## config.mk

```make
export PLATFORM = sky130hd
export DESIGN_NAME = dmem_arbiter_flat
export DESIGN_NICKNAME = d
export VERILOG_FILES = /design/src/rtl/dmem_arbiter_if.sv /design/src/rtl/dmem_arbiter.sv /design/src/flat_wrapper.sv
export SDC_FILE = /design/constraint.sdc
export NUM_CORES = 1
export LEC_CHECK = 0
export ABC_AREA = 1
export BUFFER_PORTS_ARGS = -buffer_cell sky130_fd_sc_hd__buf_2
export CORE_AREA = 8 8 131 133
export CTS_CLUSTER_DIAMETER = 60
export CTS_CLUSTER_SIZE = 20
export DETAILED_ROUTE_END_ITERATION = 6
export DIE_AREA = 0 0 139 141
export GPL_ROUTABILITY_DRIVEN = 0
export PLACE_DENSITY = 0.59
export SYNTH_ARGS = -nofsm -noshare
export SYNTH_HDL_FRONTEND = slang
export SYNTH_SLANG_ARGS = --single-unit
```

## constraint.sdc

```tcl
create_clock -name clk -period 1.7 [get_ports clk]
set_input_delay 0.17 -clock clk [delete_from_list [all_inputs] [get_ports clk]]
set_output_delay 0.17 -clock clk [all_outputs]
set_load 0.05 [all_outputs]
```

## src/rtl/dmem_arbiter_if.sv

```systemverilog
// Requester-side bundle for one data-memory port: req/ack handshake plus access payload.
// The requester uses the master modport; the arbiter uses the slave modport.
interface dmem_arbiter_if #(
  parameter int unsigned AW = 32,
  parameter int unsigned DW = 32
);
  logic          req;
  logic          we;
  logic [AW-1:0] addr;
  logic [DW-1:0] wdata;
  logic [DW-1:0] rdata;
  logic          ack;

  modport master (output req, we, addr, wdata, input rdata, ack);
  modport slave  (input req, we, addr, wdata, output rdata, ack);
endinterface

```

## src/rtl/dmem_arbiter.sv

```systemverilog
// Shares one combinational-read data memory between the core load/store path and a
// debug/loader port: IDLE -> SERVE_x (memory driven) -> RESP (ack pulse), round-robin on ties.
module dmem_arbiter #(
  parameter int unsigned AW = 32,
  parameter int unsigned DW = 32
) (
  input  logic          clk,
  input  logic          rst,
  dmem_arbiter_if.slave core,
  dmem_arbiter_if.slave dbg,
  output logic          core_stall,
  output logic          mem_we,
  output logic [AW-1:0] mem_addr,
  output logic [DW-1:0] mem_wdata,
  input  logic [DW-1:0] mem_rdata
);

  typedef enum logic [1:0] {IDLE, SERVE_CORE, SERVE_DBG, RESP} state_e;

  localparam logic GNT_CORE = 1'b0;
  localparam logic GNT_DBG  = 1'b1;

  state_e        state_q,      state_d;
  logic          last_gnt_q,   last_gnt_d;
  logic          req_we_q,     req_we_d;
  logic [AW-1:0] req_addr_q,   req_addr_d;
  logic [DW-1:0] req_wdata_q,  req_wdata_d;
  logic          core_ack_q,   core_ack_d;
  logic          dbg_ack_q,    dbg_ack_d;
  logic [DW-1:0] core_rdata_q, core_rdata_d;
  logic [DW-1:0] dbg_rdata_q,  dbg_rdata_d;
  logic          grant_core;
  logic          grant_dbg;

  // Request register doubles as the memory drive: it is nonzero only while in SERVE.
  always_comb begin
    state_d      = state_q;
    last_gnt_d   = last_gnt_q;
    req_we_d     = 1'b0;
    req_addr_d   = '0;
    req_wdata_d  = '0;
    core_ack_d   = 1'b0;
    dbg_ack_d    = 1'b0;
    core_rdata_d = core_rdata_q;
    dbg_rdata_d  = dbg_rdata_q;
    grant_core   = 1'b0;
    grant_dbg    = 1'b0;

    unique case (state_q)
      IDLE: begin
        grant_core = core.req & (~dbg.req | (last_gnt_q == GNT_DBG));
        grant_dbg  = dbg.req & ~grant_core;
        if (grant_core) begin
          state_d     = SERVE_CORE;
          req_we_d    = core.we;
          req_addr_d  = core.addr;
          req_wdata_d = core.wdata;
        end else if (grant_dbg) begin
          state_d     = SERVE_DBG;
          req_we_d    = dbg.we;
          req_addr_d  = dbg.addr;
          req_wdata_d = dbg.wdata;
        end
      end
      SERVE_CORE: begin
        core_rdata_d = mem_rdata;
        core_ack_d   = 1'b1;
        last_gnt_d   = GNT_CORE;
        state_d      = RESP;
      end
      SERVE_DBG: begin
        dbg_rdata_d = mem_rdata;
        dbg_ack_d   = 1'b1;
        last_gnt_d  = GNT_DBG;
        state_d     = RESP;
      end
      RESP: begin
        state_d = IDLE;
      end
      default: begin
        state_d = IDLE;
      end
    endcase
  end

  always_ff @(posedge clk) begin
    if (rst) begin
      state_q      <= IDLE;
      last_gnt_q   <= GNT_DBG;
      req_we_q     <= 1'b0;
      req_addr_q   <= '0;
      req_wdata_q  <= '0;
      core_ack_q   <= 1'b0;
      dbg_ack_q    <= 1'b0;
      core_rdata_q <= '0;
      dbg_rdata_q  <= '0;
    end else begin
      state_q      <= state_d;
      last_gnt_q   <= last_gnt_d;
      req_we_q     <= req_we_d;
      req_addr_q   <= req_addr_d;
      req_wdata_q  <= req_wdata_d;
      core_ack_q   <= core_ack_d;
      dbg_ack_q    <= dbg_ack_d;
      core_rdata_q <= core_rdata_d;
      dbg_rdata_q  <= dbg_rdata_d;
    end
  end

  // Reset blocks the write of an in-flight store in the very cycle it is raised.
  assign mem_we     = req_we_q & ~rst;
  assign mem_addr   = req_addr_q;
  assign mem_wdata  = req_wdata_q;

  assign core.ack   = core_ack_q;
  assign core.rdata = core_rdata_q;
  assign dbg.ack    = dbg_ack_q;
  assign dbg.rdata  = dbg_rdata_q;
  assign core_stall = core.req & ~core_ack_q;

endmodule

```

## src/flat_wrapper.sv

```systemverilog
// flat-port wrapper written by rule: the top's interface ports become plain ports
module dmem_arbiter_flat 
#(
  parameter int unsigned AW = 32,
  parameter int unsigned DW = 32
)
  (clk, rst, core_stall, mem_we, mem_addr, mem_wdata, mem_rdata, core_req, core_we, core_addr, core_wdata, core_rdata, core_ack, dbg_req, dbg_we, dbg_addr, dbg_wdata, dbg_rdata, dbg_ack);
  dmem_arbiter_if #(.AW(AW), .DW(DW)) core_i ();
  dmem_arbiter_if #(.AW(AW), .DW(DW)) dbg_i ();
  input  logic clk;
  input  logic rst;
  output logic core_stall;
  output logic mem_we;
  output logic [AW-1:0] mem_addr;
  output logic [DW-1:0] mem_wdata;
  input  logic [DW-1:0] mem_rdata;
  input wire logic [$bits(core_i.req)-1:0] core_req;
  input wire logic [$bits(core_i.we)-1:0] core_we;
  input wire logic [$bits(core_i.addr)-1:0] core_addr;
  input wire logic [$bits(core_i.wdata)-1:0] core_wdata;
  output wire logic [$bits(core_i.rdata)-1:0] core_rdata;
  output wire logic [$bits(core_i.ack)-1:0] core_ack;
  input wire logic [$bits(dbg_i.req)-1:0] dbg_req;
  input wire logic [$bits(dbg_i.we)-1:0] dbg_we;
  input wire logic [$bits(dbg_i.addr)-1:0] dbg_addr;
  input wire logic [$bits(dbg_i.wdata)-1:0] dbg_wdata;
  output wire logic [$bits(dbg_i.rdata)-1:0] dbg_rdata;
  output wire logic [$bits(dbg_i.ack)-1:0] dbg_ack;
  assign core_i.req = core_req;
  assign core_i.we = core_we;
  assign core_i.addr = core_addr;
  assign core_i.wdata = core_wdata;
  assign core_rdata = core_i.rdata;
  assign core_ack = core_i.ack;
  assign dbg_i.req = dbg_req;
  assign dbg_i.we = dbg_we;
  assign dbg_i.addr = dbg_addr;
  assign dbg_i.wdata = dbg_wdata;
  assign dbg_rdata = dbg_i.rdata;
  assign dbg_ack = dbg_i.ack;
  dmem_arbiter #(.AW(AW), .DW(DW)) u_core (.clk(clk), .rst(rst), .core(core_i), .dbg(dbg_i), .core_stall(core_stall), .mem_we(mem_we), .mem_addr(mem_addr), .mem_wdata(mem_wdata), .mem_rdata(mem_rdata));
endmodule
```

Word-level counts from Yosys, hierarchy flattened
Cells that the tools add are included.
- memories: 0
- bits of input ports: 166
- bits in registers: 134
- word-level logic and storage cells: 39
- ROM bits: 0
- output and inout port bits: 132
- bits in latches: 0
- memory bits (writable): 0
- shift operators: 0
- eq/ne operators: 4
- magnitude comparators: 0
- reduce and logical (&&, ||, !) cells: 4
- muxes and demuxes: 12
- multipliers: 0
- add/subtract/negate cells: 0
- bitwise logic cells: 10
- div/mod/pow operators: 0
- operators with widths (kind ; count):
    two-way mux 32 bit ; 4
    one-hot mux 2 bit (3 select lines) ; 1
    inverter 1 bit ; 5
    bitwise AND 1 bit ; 4
    == test 2 bit (second input constant) ; 2
    two-way mux 1 bit ; 4
    two-way mux 2 bit ; 2
    OR reduction 2 bit ; 2
    inequality test 3 x 1 -> 1 bit (second input constant) ; 1
    == test 2 x 1 -> 1 bit (second input constant) ; 1
    logical NOT 2 bit ; 1
    one-hot mux 1 bit (2 select lines) ; 1
    nonzero test 2 bit ; 1
    bitwise OR 1 bit ; 1

Depth between registers and ports, before layout
- depth in word-level cells: 8
- depth in mapped cells: 8
- mapped depth without buffers: 6

Worst setup path after synthesis
No wires, ideal clock.
- path kind: flip-flop to output port
- start: register u_core.core_ack_q (netlist: u_core.core.ack)
- end: output core_stall
- cell stages (with the launch flop): 2
- arrival time: 1.190 ns
- setup slack: 0.340 ns
- cell sequence: dfxtp_1 -> nor2_1
- cells in the longest elaborated chain, start to end: 2
- ends and longest elaborated chain (item ; RTL line ; source):
    from (decl) ; dmem_arbiter.sv:28 ; logic core_ack_q, core_ack_d;
    from (signal assigned) ; dmem_arbiter.sv:103 ; core_ack_q <= core_ack_d;
    inverter 1 bit ; dmem_arbiter.sv:119 ; assign core_stall = core.req & ~core_ack_q;
    bitwise AND 1 bit ; dmem_arbiter.sv:119 ;
    to (decl) ; flat_wrapper.sv:12 ; output logic core_stall;
Every way passes these cells.

Final worst setup path
- start: register u_core.last_gnt_q
- end: register u_core.req_wdata_q[21] (netlist: u_core.mem_wdata[21])
- cells in the longest elaborated chain, start to end: 6
- ends and longest elaborated chain (item ; RTL line ; source):
    from (decl) ; dmem_arbiter.sv:24 ; logic last_gnt_q, last_gnt_d;
    from (signal assigned) ; dmem_arbiter.sv:99 ; last_gnt_q <= last_gnt_d;
    bitwise OR 1 bit (*) ; dmem_arbiter.sv:51 ; grant_core = core.req & (~dbg.req | (last_gnt_q == GNT_DBG));
    bitwise AND 1 bit (*) ; dmem_arbiter.sv:51 ;
    inverter 1 bit ; dmem_arbiter.sv:52 ; grant_dbg = dbg.req & ~grant_core;
    bitwise AND 1 bit ; dmem_arbiter.sv:52 ;
    two-way mux 32 bit ; dmem_arbiter.sv:58 ; end else if (grant_dbg) begin
    two-way mux 32 bit (*) ; dmem_arbiter.sv:53 ; if (grant_core) begin
    to (signal assigned) ; dmem_arbiter.sv:102 ; req_wdata_q <= req_wdata_d;
    to (decl) ; dmem_arbiter.sv:27 ; logic [DW-1:0] req_wdata_q, req_wdata_d;
Every way passes the cells marked *; elsewhere a longest branch is shown, timed or not.
A chain may end at the register's enable or synchronous reset.

==> summary by stage <==
Run status
The run finished with clean final reports.

Logic synthesis
The leading register cell type out of synthesis is dfxtp_1. The sequential fraction of the synthesis area is 57.1%. The number of different library cells in the post-synthesis netlist is 16. Each instance of the synthesized netlist takes up on average around 7.9 um2. The fraction of synthesis flops using an asynchronous set or reset pin is 0%. The synthesized design devotes to its leading area cell type a little under three fifths of total area. Ranked by instance count, the synthesized netlist is headed by nand2_1 (138), dfxtp_1 (134), nor2_1 (134), a21oi_1 (69), o21ai_0 (54). The instance count of the mapped netlist is around 600. Counting flops and latches in the post-synthesis netlist gives 134. Yosys attributes the largest share of cell area to dfxtp_1 (57%), nand2_1 (11%), nor2_1 (11%). For this run, the number of Yosys warnings is 0. The netlist area before placement is 0.00469 mm2. The number of enable-type register cells in the synthesized netlist is 0.

The synthesized net count is between 700 and 800. The synthesized design spends more area on one cell type than any other, namely dfxtp_1. The most instantiated library cell after synthesis is nand2_1.

STA
Setup repair after global routing left no endpoint under its margin. The highest achievable clock rate is roughly 0.75 GHz. The post-route minimum period is between 1 and 1.5 ns. In the final timing run, aggregate negative setup slack is 0 ns.

The clock skew after layout is 0.00779 ns. The worst hold slack across all endpoints is around 0.020 ns. At the pin with the least slew margin, the transition time is ~0.32 ns. The fraction of the cycle the final worst path needs is 78.4%. Measured against its own limit, the worst slew margin works out to between 70% and 80%. The final-report max-slew violation count is 0. Setup violations remaining at the end of the flow were counted as 0. The final setup slack of the worst path is between 0.3 and 0.4 ns. The final-report hold violation count was 0.

Power
The worst-case vdd ir drop is about 0.80 mV. The cell-internal power is between 8 and 9 mW. Summing internal, switching and leakage power gives roughly 15 mW. The share of total power dissipated in the clock network is between 20% and 30%. For this design the ratio of total power to cell area is between 1500 and 2000 mW/mm2.

The static power due to leakage is about 4.2 nW. Sequential cells account for between 20 and 30% of the total power. The analysis attributes to net switching a power of 6.63 mW. Of the total power, the share spent switching nets is between 40% and 50%. The portion of total power attributed to combinational logic is around 45%.

Routing
The number of DRC markers in iteration 0 is roughly 240. The ratio of routed vias to standard cells is 4.53. The routed layout has approximately 5,500 vias.

The number of nets with antenna violations after detailed routing is 0. After detailed routing, the number of remaining DRC violations is 0. The detailed-routed wire length on met2 is 9430 um. The pre-antenna-repair detailed-routing pass consisted of 5 iterations. The length of routed met3 wiring is about 2100 um.

The met1 wire length is ~7500 um. The average wire length per cell after detail routing is 16.2 um. The top routing layer in use is met4. The total detailed-routing wirelength is 19,800 um.

Finish
Once layout is done, the placed cells without fillers occupy between 0.008 and 0.009 mm2. The final-stage net count is ~1,200. The fraction of final layout cells sized beyond drive strength 1 is approximately 33%.

The area growth from synthesis to final layout is 76.7%. The final core utilization is between 50% and 60%. Counting the fill cells in the layout gives 1,336. Leaving out filler cells and counting taps, the final layout contains ~1,200.

Setup path
The critical path endpoint category is a flop. In this design, the largest share of critical-path delay is due to buffers and inverters. The number of buffers and inverters on the critical path is 3. The cell that appears most often on the critical path is nand2_1. The critical path goes through inv_1, nand2_1, nand2_1, inv_2, buf_12, nand2_1, a21oi_1. STA classifies the critical path startpoint as a flop.

By startpoint and endpoint, the worst setup path is classified as reg2reg. The highest cell delay on the worst timing path is between 0.3 and 0.4 ns. The data required time of the worst path is between 2 and 2.5 ns. The top fanout value on the critical path is between 60 and 70. The cell with the biggest individual delay on the critical path is dfxtp_1. The data arrival time at the worst-slack endpoint is ~1.7 ns.

Place
Once placement completed, the tool counted placed cells totaling 1,050. The number of buffers inserted by port buffering is around 300. The cell area reported after detailed placement is 0.00636 mm2. The post-detailed-placement half-perimeter wirelength is about 13,000 um. Prior to clock tree synthesis, the placed netlist has a worst setup slack of around 0.42 ns.

Global route
Entering global routing, the biggest net connects 66 pins. The total global-route track usage is approximately 20%. The number of global-route vias before repair is slightly below 6,000. The initial antenna violation count is 1.

The first global-routing pass estimated between 30,000 and 40,000 um of wire. The total overflow left after global routing is 0.

Floorplan
The floorplan step set the die width to between 100 and 150 um. The height of the die is 141 um. The starting density of the core is 31.3%. For this design the top-level I/O count stands at 298.

The total die area is 0.0196 mm2. The site row count is 45. The total area inside the core boundary comes to ~0.015 mm2.

CTS
The clock drives ~130 sinks. The worst-skew pair later-pin latency is 0.41 ns. In this run, CTS created clock tree buffers numbering 17. The H-tree was split into 4 levels. The maximum clock insertion buffer count is 2. Clock tree synthesis selected as its root buffer the cell clkbuf_16. The clock transition at the register clock pins on the worst setup and hold paths after CTS is 0.06 ns. The count of cells resized by post-cts repair is 0.

TritonCTS built the clock tree.

Flow run
The number of maximum-capacitance constraint violations is 0.

Min path
The type of the worst min-delay path is in2reg.
per-layer routing:
| layer | up-vias | global-route usage, % |
|---|---|---|
| met5 | - | 0 |
| met3 | 49 | 8.85 |
| met1 | 2448 | 20.8 |
| met2 | 286 | 33.5 |
| met4 | 0 | 9.82 |
| li1 | 2735 | - |
final timing paths:
kind | from | cells after the start | slack [ns] | to
max reg2reg | u_core.last_gnt_q | 7 | 0.37 | u_core.mem_wdata[21]
min | mem_rdata[10] | 3 | 0.02 | u_core.core.rdata[10]
max | u_core.last_gnt_q | 7 | 0.37 | u_core.mem_wdata[21]
min reg2reg | u_core.core.rdata[24] | 2 | 0.48 | u_core.core.rdata[24]
registers in the layout, summed over array words and instances (netlist names):
register and count:
u_core.dbg.ack 1, u_core.last_gnt_q 1, u_core.mem_addr 32, u_core.dbg.rdata 32, u_core.req_we_q 1, u_core.state_q 2, u_core.core.rdata 32, u_core.mem_wdata 32
u_core.core.ack 1
layout by cell type (no fill, tap or decap), types with 4 or more instances in the layout:
cell type      instances
buf_12                 6
clkbuf_16             17
buf_2                297
nand2_1              137
dlygate4sd3_1        133
a21oi_1               69
inv_1                  8
o21ai_1               11
nor2_1               134
dfxtp_1              134
ha_1                   4
o21ai_0               54
clkinv_2               4
cell families after synthesis:
family	after synthesis	synth area share (%)
compound gates	135	14.5
fa+ha+maj	4	1.07
buf+inv	49	5.25
flops	134	57.1
simple gates	274	22.0
power by group through the flow:
stage | Clock (mW) | Combinational (mW) | Sequential, mW
2_1_floorplan | 0 | 1.63 | 7.36
4_1_cts | 3.82 | 6.60 | 4.37
3_5_place_dp | 0 | 6.35 | 4.43
5_1_grt | 3.94 | 7.01 | 4.48
6_report | 3.72 | 6.57 | 4.38
3_3_place_gp | 0 | 6.33 | 4.43
worst reg2reg max path, stage by stage, from the launching register on:
cell	delay (ns)
dfxtp_1	0.37
inv_1	0.07
nand2_1	0.07
nand2_1	0.07
inv_2	0.07
buf_12	0.25
nand2_1	0.17
a21oi_1	0.19
layout make-up:
type | count | area (um2) | share of cell area, %
repair buffers | 439 | 2960 | 35.7
flip-flops and latches | 134 | 2680 | 32.3
multi-input cells | 413 | 1780 | 21.4
clock buffers | 22 | 474 | 5.72
well taps | 188 | 235 | 2.84
clock inverters | 9 | 125 | 1.51
inverters | 9 | 33.8 | 0.407
diodes | 3 | 7.51 | 0.0905
what timing repair did:
item / 4_1_cts / 5_1_grt
endpoints found under the hold margin: 103 / 0
hold buffers: 133 / 0
buffers inserted: 0 / 0
Power figures use the tool's default switching activity.
